### src/rtl/jt10_adpcm_div_arb_if.sv
// Request/result bundle between the ADPCM requesters and the shared divider.
// Master is the requester side; slave is the arbitrated divider.
interface jt10_adpcm_div_arb_if #(
    parameter int N  = 4,
    parameter int DW = 16
) ();
    logic [N-1:0]    req;
    logic [N*DW-1:0] a;
    logic [N*DW-1:0] b;
    logic [N-1:0]    ack;
    logic [N-1:0]    done;
    logic [DW-1:0]   d;
    logic [DW-1:0]   r;
    logic            busy;

    modport master (
        output req, a, b,
        input  ack, done, d, r, busy
    );

    modport slave (
        input  req, a, b,
        output ack, done, d, r, busy
    );
endinterface

### src/rtl/jt10_adpcm_div_arb.sv
// Round-robin arbiter in front of one unsigned serial restoring divider,
// resolving one quotient bit per cen and returning d/r with a done pulse.
module jt10_adpcm_div_arb #(
    parameter int N  = 4,
    parameter int DW = 16
) (
    input  logic                 clk,
    input  logic                 rst,
    input  logic                 cen,
    jt10_adpcm_div_arb_if.slave  bus
);
    localparam int PW = (N > 1) ? $clog2(N) : 1;
    localparam int CW = $clog2(DW + 1);

    typedef enum logic {IDLE, DIV} state_t;

    state_t          state, state_n;
    logic [PW-1:0]   ptr, ptr_n, idx, idx_n;
    logic [CW-1:0]   cnt, cnt_n;
    logic [DW-1:0]   opa, opa_n, opb, opb_n, rem, rem_n;
    logic [DW-1:0]   d_q, d_n, r_q, r_n;
    logic [N-1:0]    ack_q, ack_n, done_q, done_n;
    logic            busy_q, busy_n;

    logic            found;
    logic [PW-1:0]   pick;
    logic [DW:0]     shifted, trial;
    logic            qbit;

    // First requesting index at or after ptr, wrapping around.
    always_comb begin
        found = 1'b0;
        pick  = ptr;
        for (int k = 0; k < N; k++) begin
            if (!found && bus.req[(int'(ptr) + k) % N]) begin
                found = 1'b1;
                pick  = PW'((int'(ptr) + k) % N);
            end
        end
    end

    // opa doubles as the dividend shifter and the quotient accumulator:
    // dividend bits leave at the top while quotient bits enter at the bottom.
    always_comb begin
        shifted = {rem, opa[DW-1]};
        trial   = shifted - {1'b0, opb};
        qbit    = ~trial[DW];
    end

    always_comb begin
        state_n = state;
        ptr_n   = ptr;
        idx_n   = idx;
        cnt_n   = cnt;
        opa_n   = opa;
        opb_n   = opb;
        rem_n   = rem;
        d_n     = d_q;
        r_n     = r_q;
        busy_n  = busy_q;
        ack_n   = '0;
        done_n  = '0;
        if (cen) begin
            case (state)
                IDLE: begin
                    if (found) begin
                        state_n    = DIV;
                        idx_n      = pick;
                        ptr_n      = (int'(pick) == N - 1) ? '0 : pick + 1'b1;
                        opa_n      = bus.a[int'(pick)*DW +: DW];
                        opb_n      = bus.b[int'(pick)*DW +: DW];
                        rem_n      = '0;
                        cnt_n      = '0;
                        ack_n[pick] = 1'b1;
                        busy_n     = 1'b1;
                    end
                end
                DIV: begin
                    rem_n = qbit ? trial[DW-1:0] : shifted[DW-1:0];
                    opa_n = {opa[DW-2:0], qbit};
                    cnt_n = cnt + 1'b1;
                    if (cnt == CW'(DW - 1)) begin
                        d_n         = opa_n;
                        r_n         = rem_n;
                        done_n[idx] = 1'b1;
                        busy_n      = 1'b0;
                        state_n     = IDLE;
                    end
                end
                default: state_n = IDLE;
            endcase
        end
    end

    always_ff @(posedge clk) begin
        if (rst) begin
            state  <= IDLE;
            ptr    <= '0;
            idx    <= '0;
            cnt    <= '0;
            opa    <= '0;
            opb    <= '0;
            rem    <= '0;
            d_q    <= '0;
            r_q    <= '0;
            ack_q  <= '0;
            done_q <= '0;
            busy_q <= 1'b0;
        end else begin
            state  <= state_n;
            ptr    <= ptr_n;
            idx    <= idx_n;
            cnt    <= cnt_n;
            opa    <= opa_n;
            opb    <= opb_n;
            rem    <= rem_n;
            d_q    <= d_n;
            r_q    <= r_n;
            ack_q  <= ack_n;
            done_q <= done_n;
            busy_q <= busy_n;
        end
    end

    assign bus.ack  = ack_q;
    assign bus.done = done_q;
    assign bus.d    = d_q;
    assign bus.r    = r_q;
    assign bus.busy = busy_q;
endmodule

### src/flat_wrapper.sv
// flat-port wrapper written by rule: the top's interface ports become plain ports
module jt10_adpcm_div_arb_flat 
#(
    parameter int N  = 4,
    parameter int DW = 16
)
  (clk, rst, cen, bus_req, bus_a, bus_b, bus_ack, bus_done, bus_d, bus_r, bus_busy);
  jt10_adpcm_div_arb_if #(.N(N), .DW(DW)) bus_i ();
  input  logic clk;
  input  logic rst;
  input  logic cen;
  input wire logic [$bits(bus_i.req)-1:0] bus_req;
  input wire logic [$bits(bus_i.a)-1:0] bus_a;
  input wire logic [$bits(bus_i.b)-1:0] bus_b;
  output wire logic [$bits(bus_i.ack)-1:0] bus_ack;
  output wire logic [$bits(bus_i.done)-1:0] bus_done;
  output wire logic [$bits(bus_i.d)-1:0] bus_d;
  output wire logic [$bits(bus_i.r)-1:0] bus_r;
  output wire logic [$bits(bus_i.busy)-1:0] bus_busy;
  assign bus_i.req = bus_req;
  assign bus_i.a = bus_a;
  assign bus_i.b = bus_b;
  assign bus_ack = bus_i.ack;
  assign bus_done = bus_i.done;
  assign bus_d = bus_i.d;
  assign bus_r = bus_i.r;
  assign bus_busy = bus_i.busy;
  jt10_adpcm_div_arb #(.N(N), .DW(DW)) u_core (.clk(clk), .rst(rst), .cen(cen), .bus(bus_i));
endmodule
### config.mk
export PLATFORM = sky130hd
export DESIGN_NAME = jt10_adpcm_div_arb_flat
export DESIGN_NICKNAME = d
export VERILOG_FILES = /design/src/rtl/jt10_adpcm_div_arb_if.sv /design/src/rtl/jt10_adpcm_div_arb.sv /design/src/flat_wrapper.sv
export SDC_FILE = /design/constraint.sdc
export NUM_CORES = 1
export LEC_CHECK = 0
export ABC_AREA = 1
export BUFFER_PORTS_ARGS = -buffer_cell sky130_fd_sc_hd__buf_2
export CORE_MARGIN = 10
export CORE_UTILIZATION = 47
export CTS_CLUSTER_SIZE = 20
export DETAILED_ROUTE_END_ITERATION = 10
export PLACE_DENSITY = 0.8
export RECOVER_POWER = 50
export SYNTH_ARGS = -nofsm -noshare
export SYNTH_HDL_FRONTEND = slang
export SYNTH_SLANG_ARGS = --single-unit
### constraint.sdc
create_clock -name clk -period 2.78 [get_ports clk]
set_clock_uncertainty 0.1 [all_clocks]
set_input_delay 0.556 -clock clk [delete_from_list [all_inputs] [get_ports clk]]
set_output_delay 0.556 -clock clk [all_outputs]
set_load 0.01 [all_outputs]
After elaboration in Yosys (flattened, before gate mapping)
Index checks and enable logic that the tools add are counted.
{"block": "op_classes", "addsub": 6, "mul": 0, "div_mod_pow": 0, "magnitude_cmp": 8, "eq_ne": 4, "shift": 2, "muxes": 36, "bitwise": 8, "n_reduce_logical": 17}
{"cell": "indexed part select 64 x 7 -> 16 bit", "count": 2}
{"cell": "one-hot mux 16 bit (2 select lines)", "count": 2}
{"cell": "2-to-1 mux 16 bit", "count": 3}
{"cell": "2-to-1 mux 1 bit", "count": 17}
{"cell": "subtractor 17 x 16 -> 17 bit", "count": 1}
{"cell": "less-than comparator 3 x 4 -> 1 bit (second input constant)", "count": 3}
{"cell": "one-hot mux 5 bit (2 select lines)", "count": 1}
{"cell": "less-than comparator 2 x 3 -> 1 bit (second input constant)", "count": 3}
{"cell": "AND reduction 3 bit", "count": 3}
{"cell": "binary-select mux 1 bit (select 2 bit)", "count": 4}
{"cell": "2-to-1 mux 2 bit", "count": 4}
{"cell": "OR reduction 4 bit", "count": 2}
{"cell": "OR reduction 2 bit", "count": 3}
{"cell": "adder 5 x 1 -> 5 bit (second input constant)", "count": 1}
{"cell": "equality test 5 x 4 -> 1 bit (second input constant)", "count": 1}
{"cell": "logical AND 1 bit", "count": 5}
{"cell": "2-to-1 mux 5 bit", "count": 1}
{"cell": "inverter 1 bit", "count": 5}
{"cell": "adder 2 x 1 -> 2 bit (second input constant)", "count": 2}
{"cell": "adder 2 bit (second input constant)", "count": 2}
{"cell": "demux 1 bit (select 2 bit)", "count": 2}
{"cell": ">= comparator 2 x 1 -> 1 bit (second input constant)", "count": 2}
{"cell": "one-hot mux 1 bit (2 select lines)", "count": 2}
{"cell": "AND 1 bit (first input constant)", "count": 3}
{"cell": "other kinds (5)", "count": 7}
{"block": "word_totals", "register_bits": 99, "latchBits": 0, "ram_bits": 0, "romBits": 0, "in_bits": 135, "output_inout_bits": 41, "wordCells": 93, "memories": 0}

Logic depth before layout (Yosys ltp)
Gate-level depths: netlist of run 1.
{"block": "depth", "depth_word": 18, "ltp_mapped": 19, "depth_no_buf": 17}

Least setup slack after synthesis of run 1
No wires, ideal clock.
{"block": "synth_path", "path_type": "flip-flop to flip-flop", "startpoint": "reg u_core.opa[15]", "endpoint": "reg u_core.rem[12]", "setup_ps": 132, "arrival_ps": 2079, "t_required_ps": 2548, "slack_ps": 469, "stages_incl_launch_ff": 17, "path_buffers": 1, "period_less_slack_ps": 2311, "path_cell_list": "dfxtp_1 inv_1 ha_1 inv_1 fa_1 nand3_1 nand3_1 nand3_1 nand2_1 nand3b_1 nand2_1 nand2_1 nand2_1 buf_2 or2_2 nand3_1 a21oi_1"}
{"block": "synth_between", "elab_chain_cells": 3}
{"element": "start: declaration", "line_no": "jt10_adpcm_div_arb.sv:20", "text": "logic [DW-1:0] opa, opa_n, opb, opb_n, rem, rem_n;"}
{"element": "start signal: assignment", "line_no": "jt10_adpcm_div_arb.sv:114", "text": "opa <= opa_n;"}
{"element": "subtractor 17 x 16 -> 17 bit", "line_no": "jt10_adpcm_div_arb.sv:46", "text": "trial = shifted - {1'b0, opb};"}
{"element": "2-to-1 mux 16 bit", "line_no": "jt10_adpcm_div_arb.sv:79", "text": "rem_n = qbit ? trial[DW-1:0] : shifted[DW-1:0];"}
{"element": "one-hot mux 16 bit (2 select lines)", "line_no": "jt10_adpcm_div_arb.sv:64", "text": "case (state)"}
{"element": "end signal: assignment", "line_no": "jt10_adpcm_div_arb.sv:116", "text": "rem <= rem_n;"}
{"element": "end: declaration", "line_no": "jt10_adpcm_div_arb.sv:20"}
No other way between the ends.
A chain may end at the register's enable or synchronous reset.

Final worst setup path of run 1
{"block": "layout_path", "startpoint": "reg u_core.ptr[0]", "endpoint": "reg u_core.opb[11]"}
{"block": "layout_between", "elab_chain_cells": 13, "word_cells_on_any_way": 29, "classes_between": "add/sub: 3; shift: 1; mux: 18; reduce/logical: 7"}
{"element": "start: declaration", "line_no": "jt10_adpcm_div_arb.sv:18", "text": "logic [PW-1:0] ptr, ptr_n, idx, idx_n;"}
{"element": "start signal: assignment", "line_no": "jt10_adpcm_div_arb.sv:111", "text": "ptr <= ptr_n;"}
{"element": "adder 2 x 1 -> 2 bit / binary-select mux 1 bit (select 2 bit) (equally long branches)", "line_no": "jt10_adpcm_div_arb.sv:35, jt10_adpcm_div_arb.sv:37"}
{"element": "binary-select mux 1 bit (select 2 bit) / 2-to-1 mux 1 bit (equally long branches)", "line_no": "jt10_adpcm_div_arb.sv:35", "text": "if (!found && bus.req[(int'(ptr) + k) % N]) begin"}
{"element": "2-to-1 mux 1 bit (implied by the code)", "line_no": "jt10_adpcm_div_arb.sv:35"}
{"element": "2-to-1 mux 1 bit (implied by the code) / logical NOT 1 bit (equally long branches)", "line_no": "jt10_adpcm_div_arb.sv:35"}
{"element": "logical AND 1 bit", "line_no": "jt10_adpcm_div_arb.sv:35"}
{"element": "2-to-1 mux 1 bit", "line_no": "jt10_adpcm_div_arb.sv:35"}
{"element": "logical NOT 1 bit", "line_no": "jt10_adpcm_div_arb.sv:35"}
{"element": "logical AND 1 bit", "line_no": "jt10_adpcm_div_arb.sv:35"}
{"element": "2-to-1 mux 1 bit", "line_no": "jt10_adpcm_div_arb.sv:35"}
{"element": "logical NOT 1 bit", "line_no": "jt10_adpcm_div_arb.sv:35"}
{"element": "logical AND 1 bit", "line_no": "jt10_adpcm_div_arb.sv:35"}
{"element": "2-to-1 mux 2 bit / 2-to-1 mux 1 bit (equally long branches)", "line_no": "jt10_adpcm_div_arb.sv:35"}
{"element": "indexed part select 64 x 7 -> 16 bit / AND reduction 3 bit (equally long branches)"}
{"element": "end signal: assignment", "line_no": "jt10_adpcm_div_arb.sv:115", "text": "opb <= opb_n;"}
{"element": "end: declaration", "line_no": "jt10_adpcm_div_arb.sv:20"}
Parallel ways exist; a longest one is shown, timed or not. The select of a mux whose other input is x is not followed.

==> out/qor.yml, run 1 <==
floorplan:
  io_pins: 176
  die_w_um: 134
  fp.dieH_um: 134
  die-area_um2: 18100
  num_rows: 41
  initial_utilization_pct: 48.4
  core-area_um2: 12700
routing:
  vias: 6474
  wl_mm: 18.8
  drt_iter0_markers: 377
  drtAntennaViolNets: 0
  drtPass1Iterations: 6
  routedWlPerCell_um: 14.7
  post-route-drc-count: 0
  viasPerCell: 5.07
synth:
  netlist_instances: 940
  syn-cell-area_um2: 6160
  synth_top_area_share_pct: 32.2
  yosysWarnings: 0
  synth_area_leaders: "dfxtp_1, nand2_1, nand3_1, inv_1, ha_1"
  syn_nets: 1098
  avgSynthCellArea_um2: 6.55
  ys_ff_latch: 99
  synth_top_cell_by_area: "dfxtp_1"
  synth_cell_types: 45
  seq_area_frac_synth_pct: 32.2
global_routing:
  use_met3_pct: 5.45
  grt_pass1_wl_mm: 30.8
  grt_pass1_vias: 6515
  grt_max_degree: 69
  antenna_found_initial: 1
  grt_overflow: 0
  top_usage_layer: "met2"
  grt.met2_usage_pct: 38.0
  use_met1_pct: 22.4
  track_usage_pct: 20.6
clock_network:
  clk_latency_ps: 350
  cts.sinks: 99
  cts_tree: "yes"
  post-cts-setup-buffers: 0
  clockBufferDepth: 2
  cts_root_buffer: "clkbuf_16"
  numCtsBuffers: 9
  clk_pin_slew_ps: 70
  cts_max_level: 3
worst_setup_path:
  crit_fanout: 17
  path_cells: "inv_2, nand2_1, nand2_1, nand2_1, nand2_2, nor2_2, nand2_2, nor2_4, nor2_8, nand2_8, nand2_1, o211ai_1"
  ff2ff_setup_slack_ps: 250
  critical_path_arrival_ps: 2690
  r2r_start: "u_core.ptr[0]"
  crit_path_end_kind: "register"
  cp_slowest_stage_delay_ps: 470
  cpMaxStageDelayCell: "dfxtp_1"
  reg2reg_to: "u_core.opb[11]"
  worst_path_most_repeated_cell: "nand2_1"
  critPathKind: "register to register"
  rr_worst_depth: 12
  cp-start-kind: "register"
  critPathRequiredTime_ps: 2930
min_path:
  hold_start: "u_core.bus.d[8]"
  holdPathStages: 2
  hold_end: "u_core.bus.d[8]"
  min_path_type: "register to register"
sta:
  fmax_mhz: 395
  holdWs_ps: 347
  setup_viol: 0
  hold_viol: 0
  tns_ps: 0
  layout_worst_path_cycle_share_pct: 91.1
  fin_crit_ps: 2530
  tightestPinTransition_ps: 1050
  rsz0062_at_grt: "false"
  relSlewSlack_pct: 29.7
  final_max_slew_viol_count: 0
placed_design:
  gp_congestion: 0.921
  hpwl_mm: 14.9
  placed_cells: 1259
  place.port_buffers: 175
layout:
  area_growth_pct: 19.5
  layoutNonFillerInstCount: 1276
  final_cell_mix: "nand2_1, buf_2, nand3_1"
  fin_util_pct: 57.8
  drive_gt1_share_pct: 19.6
  final_common_cell: "nand2_1"
  nNetsFinal: 1256
  num-fill-cells: 1312
run_status:
  status: "complete, no violations"
flow_run:
  max-cap-violations: 0
==> worst max-delay path by stage <==
stage,slack (ps),startpoint,to
2_1_floorplan,470,u_core.opa[15],u_core.rem[12]
3_3_place_gp,340,u_core.opa[15],u_core.rem[13]
3_5_place_dp,240,u_core.opa[15],u_core.rem[5]
4_1_cts,190,u_core.opa[15],u_core.rem[5]
5_1_grt,10,u_core.opa[15],u_core.rem[11]
6_report,250,u_core.ptr[0],u_core.opb[11]
==> cell families after synthesis <==
| group | count (synthesis) | share of synthesized area [%] |
|---|---|---|
| adder cells (fa/ha/maj) | 23 | 4.80 |
| flip-flops | 99 | 32.2 |
| buffers and inverters | 132 | 10.0 |
| AND/OR/NAND/NOR | 577 | 41.5 |
| AO/OA/AOI/OAI | 95 | 9.45 |
| multiplexers | 3 | 0.488 |
| XOR/XNOR | 11 | 1.57 |
==> state kept, by name, summed over array words and instances (netlist names) <==
| register | flops |
|---|---|
| u_core.ptr | 2 |
| u_core.bus.r | 16 |
| u_core.bus.ack | 4 |
| u_core.opa | 16 |
| u_core.bus.done | 4 |
| u_core.cnt | 5 |
| u_core.state | 1 |
| u_core.opb | 16 |
| u_core.idx | 2 |
| u_core.bus.busy | 1 |
| u_core.rem | 16 |
| u_core.bus.d | 16 |
==> cell usage after synthesis (all sizes together) <==
master	number
inv	88
xnor2	4
buf	27
o22ai	1
xor2	7
o21bai	3
ha	22
nand3b	1
a21boi	1
clkinv	1
nor2	31
clkbuf	16
a21oi	36
mux2i	3
a22o	8
fa	1
nand4	3
o2111ai	1
o21ai	25
nor3	9
dfxtp	99
nand3	112
or2	17
o211ai	5
nor3b	1
a22oi	14
nand2	403
a21o	1
==> critical path, delay by kind of cell, from the launching register on <==
family / cells / cell delay, ps
flip-flops: 1 / 470
AND/OR/NAND/NOR: 10 / 1340
AO/OA/AOI/OAI: 1 / 350
buffers and inverters: 1 / 160
==> metal layers <==
layer	share of wire [%]	wire length (µm)	up-vias
met5	0	0	-
met1	40	7480	2911
met3	6.7	1260	39
met2	51	9540	212
met4	2.7	505	0
li1	-	-	3312
==> what timing repair did <==
item | in CTS | in global routing
setup endpoints to repair | 0 | 30
hold buffers | 0 | 0
gates resized for setup | 0 | 2
==> final cells by class <==
type | instances | area [µm²] | share of cell area [%]
multi-input combinational | 709 | 3560 | 48.4
sequential | 99 | 1980 | 26.9
timing repair buffer | 190 | 975 | 13.2
inverter | 89 | 339 | 4.61
clock buffer | 11 | 243 | 3.30
tap | 172 | 215 | 2.93
clock inverter | 5 | 38.8 | 0.527
antenna | 1 | 2.50 | 0.0340
==> metrics by stage <==
step	area [µm²]	setup slack, ps
4_1_cts	7400	191
3_5_place_dp	7120	238
5_1_grt	7360	10.7
2_1_floorplan	6160	469
3_3_place_gp	7120	338
6_report	7360	246
Power of run 1 is not shown: default switching activity piles up to over one toggle a cycle in this logic, so the estimate is an artifact.
==> run 2, diff against run 1 <==
--- a/config.mk
+++ b/config.mk
@@ -11,7 +11,7 @@
 export CORE_UTILIZATION = 47
 export CTS_CLUSTER_SIZE = 20
 export DETAILED_ROUTE_END_ITERATION = 10
-export PLACE_DENSITY = 0.8
+export PLACE_DENSITY = 0.83
 export RECOVER_POWER = 50
 export SYNTH_ARGS = -nofsm -noshare
 export SYNTH_HDL_FRONTEND = slang
==> constraint.sdc (replaced) <==
create_clock -name clk -period 2.3 [get_ports clk]
set_clock_uncertainty 0.1 [all_clocks]
set_input_delay 0.46 -clock clk [delete_from_list [all_inputs] [get_ports clk]]
set_output_delay 0.46 -clock clk [all_outputs]
set_load 0.01 [all_outputs]
==> run 2 against run 1 <==
  * The run now ends with negative setup slack left
  * Core utilization is 5.6 points higher
  * Critical path depth is 4 higher
  * Maximum frequency increased by 7.1%
  * Critical path type unchanged
==> out/qor.yml, run 2 (same netlist as run 1, synthesis figures left out) <==
run_status:
  status: "finished, violations left"
  failed_checks: "negative setup slack"
worst_setup_path:
  cp_top_family: "simple AND/OR/NAND/NOR gates"
  crit_fanout: 7
  critPathRequiredTime_ps: 2450
  worst_path_most_repeated_cell: "nand3_2"
  crit_buf_inv: 3
  cp_slowest_stage_delay_ps: 350
  critical_path_arrival_ps: 2510
  crit_path_end_kind: "register"
  path_cells: "inv_2, ha_4, inv_2, fa_2, nand3_2, nand3_2, nand3_2, nand2_2, nand3b_1, nand2_1, nand2_2, nand2_4, buf_12, or2_2, nand3_1, nand2_1"
  critPathKind: "register to register"
  cp-start-kind: "register"
  cpMaxStageDelayCell: "fa_2"
placed_design:
  gp_congestion: 0.970
  hpwl_mm: 14.9
  place.port_buffers: 175
  placed_cell_area_um2: 7370
clock_network:
  cts_max_level: 3
  clk_latency_ps: 350
  cts_root_buffer: "clkbuf_16"
  numCtsBuffers: 9
  cts_tree: "yes"
  clockBufferDepth: 2
  cts.sinks: 99
  cts_hold_buffers: 0
  clk_pin_slew_ps: 70
routing:
  routedWlPerCell_um: 15.1
  viasPerCell: 5.14
  vias: 6740
  drtPass1Iterations: 5
  wl_mm: 19.8
  drt_iter0_markers: 470
  post-route-drc-count: 0
  drtAntennaViolNets: 0
floorplan:
  initial_utilization_pct: 48.4
  num_rows: 41
  die-area_um2: 18100
  core-area_um2: 12700
  fp.dieH_um: 134
  die_w_um: 134
  io_pins: 176
layout:
  area_growth_pct: 31.1
  fin_util_pct: 63.4
  n_antenna_cell: 0
  num-fill-cells: 1166
  postLayoutCellArea_um2: 8070
  final_cell_mix: "nand2_1, buf_2, dfxtp_1"
  drive_gt1_share_pct: 27.7
  final_common_cell: "nand2_1"
  nNetsFinal: 1293
global_routing:
  antenna_found_initial: 1
  grt_pass1_wl_mm: 31.1
  track_usage_pct: 20.8
  grt_pass1_vias: 6588
  grt_overflow: 0
  grt_max_degree: 65
sta:
  final_max_slew_viol_count: 0
  setup_viol: 14
  fmax_mhz: 423
  relSlewSlack_pct: 70.4
  tns_ps: -491
  tightestPinTransition_ps: 442
  hold_viol: 0
  layout_worst_path_cycle_share_pct: 103
  fin_crit_ps: 2370
  setup_slack_ps: -66.4
  rsz0062_at_grt: "true"
flow_run:
  max-cap-violations: 0
min_path:
  min_path_type: "input port to register"
## run 2: worst paths after layout
path                    startpoint               end  slack (ps)  depth (start not counted)
setup / recovery    u_core.opa[15]   u_core.bus.r[9]         -70                         16
hold / removal           bus_b[21]     u_core.opb[5]         270                          3
setup reg to reg    u_core.opa[15]   u_core.bus.r[9]         -70                         16
hold reg to reg   u_core.bus.d[11]  u_core.bus.d[11]         340                          2
## run 2: what timing repair did
action                     in CTS  in global routing
buffers inserted                1                  5
setup endpoints to repair      42                 73
resized for setup              22                 75
gates cloned                    2                  2
pin swaps                       1                  5
## run 2: area by class of cell
type | instances | area, µm² | share of cell area, %
multi-input combinational | 709 | 3840 | 47.6
clock buffer | 10 | 239 | 2.96
inverter | 89 | 360 | 4.46
timing repair buffer | 227 | 1390 | 17.2
clock inverter | 6 | 38.8 | 0.481
sequential | 99 | 1990 | 24.7
tap | 172 | 215 | 2.67
## run 2: per-layer routing
layer | part of all wire [%] | routed length, µm | up-vias | global-route usage [%]
met5 | 0.045 | 9 | - | 0
met4 | 2.4 | 484 | 2 | 5.99
met2 | 52 | 10300 | 245 | 38.5
li1 | - | - | 3395 | -
met3 | 7.3 | 1440 | 42 | 6.83
met1 | 38 | 7610 | 3056 | 21.8
## run 2: worst reg2reg max path: stages (launching register included)
cell and delay, ps:
dfxtp_2 330, inv_2 70, ha_4 120, inv_2 40, fa_2 350, nand3_2 70
nand3_2 80, nand3_2 70, nand2_2 70, nand3b_1 110, nand2_1 80, nand2_2 80
nand2_4 100, buf_12 160, or2_2 290, nand3_1 100, nand2_1 60
## run 2: metrics by stage
step | hold WS (ps) | std cells | worst slack [ps]
finish | 274 | 1312 | -66.4
global placement | 327 | 1286 | -66.0
floorplan | 322 | 940 | 10.5
detailed placement | 329 | 1286 | -139
global route | 278 | 1312 | -239
CTS | 265 | 1305 | -56.8
Power of run 2 is left out for the same reason.
==> run 3, diff against run 2 <==
--- a/config.mk
+++ b/config.mk
@@ -13,6 +13,7 @@
 export DETAILED_ROUTE_END_ITERATION = 10
 export PLACE_DENSITY = 0.83
 export RECOVER_POWER = 50
+export SKIP_LAST_GASP = 1
 export SYNTH_ARGS = -nofsm -noshare
 export SYNTH_HDL_FRONTEND = slang
 export SYNTH_SLANG_ARGS = --single-unit
==> run 3 against run 2 <==
  * The run still ends with negative setup slack left
  * Via count decreased by 1.2%
  * Non-clock buffer count unchanged
  * First-iteration DRC count increased by 1.3%
  * Worst hold slack got worse by 2.7 ps
  * Sequential share of layout area increased by 0.22 points
  * Maximum frequency decreased by 0.22%
  * Global-route usage decreased by 0.078 points
  * Routed wire length decreased by 1.3%
  * Critical path depth unchanged
  * Die area unchanged
  * Critical path type unchanged
  * Critical endpoint is now u_core.rem[10]
  * Largest cell class unchanged
  * Highest routed layer unchanged
==> out/qor.yml, run 3 (same netlist as run 1, synthesis figures left out) <==
routing:
  wl_met2_mm: 10.0
  highest_layer: "met5"
  vias: 6662
  drtAntennaViolNets: 0
  drtPass1Iterations: 6
  met1_length_mm: 7.48
  routedWlPerCell_um: 14.9
  post-route-drc-count: 0
  wl_mm: 19.6
  route.met3.wl_mm: 1.53
  drt_iter0_markers: 476
  viasPerCell: 5.08
worst_setup_path:
  reg2reg_to: "u_core.rem[10]"
  rr_worst_depth: 16
  cp-start-kind: "register"
  startpoint: "u_core.opa[15]"
  r2r_start: "u_core.opa[15]"
  crit_path_end_kind: "register"
  critPathRequiredTime_ps: 2440
  critical_path_arrival_ps: 2510
  ff2ff_setup_slack_ps: -70
  critPathKind: "register to register"
  crit_fanout: 7
layout:
  nNetsFinal: 1293
  drive_gt1_share_pct: 26.5
  final_common_cell: "nand2_1"
  area_growth_pct: 30.0
  fin_util_pct: 62.9
  final_cell_mix: "nand2_1, buf_2, dfxtp_1"
  n_antenna_cell: 0
sta:
  relSlewSlack_pct: 72.6
  hold_viol: 0
  setup_viol: 16
  tns_ps: -661
  tightestPinTransition_ps: 410
  layout_worst_path_cycle_share_pct: 103
  fmax_mhz: 422
  setup_slack_ps: -71.6
  final_max_slew_viol_count: 0
  fin_crit_ps: 2370
  holdWs_ps: 271
  rsz0062_at_grt: "true"
floorplan:
  io_pins: 176
  core-area_um2: 12700
  num_rows: 41
  initial_utilization_pct: 48.4
  die_w_um: 134
  fp.dieH_um: 134
  die-area_um2: 18100
min_path:
  min_path_type: "input port to register"
  hold_end: "u_core.opb[5]"
  hold_start: "bus_b[21]"
  holdPathStages: 3
clock_network:
  cts_hold_buffers: 0
  cts_root_buffer: "clkbuf_16"
  clk_latency_ps: 350
  clk_pin_slew_ps: 70
  cts_max_level: 3
  clockBufferDepth: 2
  cts.sinks: 99
  numCtsBuffers: 9
  cts_tree: "yes"
run_status:
  failed_checks: "negative setup slack"
  status: "finished, violations left"
placed_design:
  place.port_buffers: 175
  gp_congestion: 0.970
  hpwl_mm: 14.9
global_routing:
  grt_pass1_vias: 6595
  antenna_found_initial: 1
  grt_max_degree: 65
  grt_overflow: 0
  track_usage_pct: 20.7
  grt_pass1_wl_mm: 31.0
flow_run:
  max-cap-violations: 0
-- run 3: cell counts in the layout (fill, tap and decap cells not counted) --
No cell type changed its count.
-- run 3: metrics by stage --
| step | setup WS, ps | std cells | area (µm²) |
|---|---|---|---|
| 2_1_floorplan | 10.5 | 940 | 6160 |
| 3_3_place_gp | -66.0 | 1286 | 7370 |
| 3_5_place_dp | -139 | 1286 | 7370 |
| 4_1_cts | -69.0 | 1305 | 7760 |
| 5_1_grt | -222 | 1312 | 8000 |
| 6_report | -71.6 | 1312 | 8000 |
-- run 3: repair_timing --
action,CTS,global route
pin swaps,1,6
gates cloned,2,2
setup endpoints to repair,42,73
buffers inserted,1,5
resized for setup,20,57
-- run 3: area by class of cell --
class                   count  area (µm²)
repair buffers            227        1380
flip-flops and latches     99        1990
fillers                  1180        4720
well taps                 172         215
inverters                  89         355
multi-input cells         709        3780
clock inverters             6        38.8
clock buffers              10         239
-- run 3: critical path: stages (launching register included) --
cell and delay [ps]:
dfxtp_2 330, inv_2 70, ha_4 120, inv_2 40, fa_2 350, nand3_2 70, nand3_2 80, nand3_2 70
nand2_2 70, nand3b_1 110, nand2_1 80, nand2_2 80, nand2_4 100, buf_12 160, or2_2 300, nand3_2 80
a21oi_1 60
-- run 3: routing by layer --
layer / up-vias / GRT usage (%)
met3: 44 / 6.98
met4: 2 / 6.59
met1: 2979 / 21.7
li1: 3390 / -
met2: 247 / 38.1
met5: - / 0
-- run 3: worst max path at each step --
stage | endpoint | slack [ps]
2_1_floorplan | u_core.rem[12] | 10
3_3_place_gp | u_core.rem[8] | -70
3_5_place_dp | u_core.rem[9] | -140
4_1_cts | u_core.rem[8] | -70
5_1_grt | u_core.rem[9] | -220
6_report | u_core.rem[10] | -70
Power of run 3 is left out for the same reason.
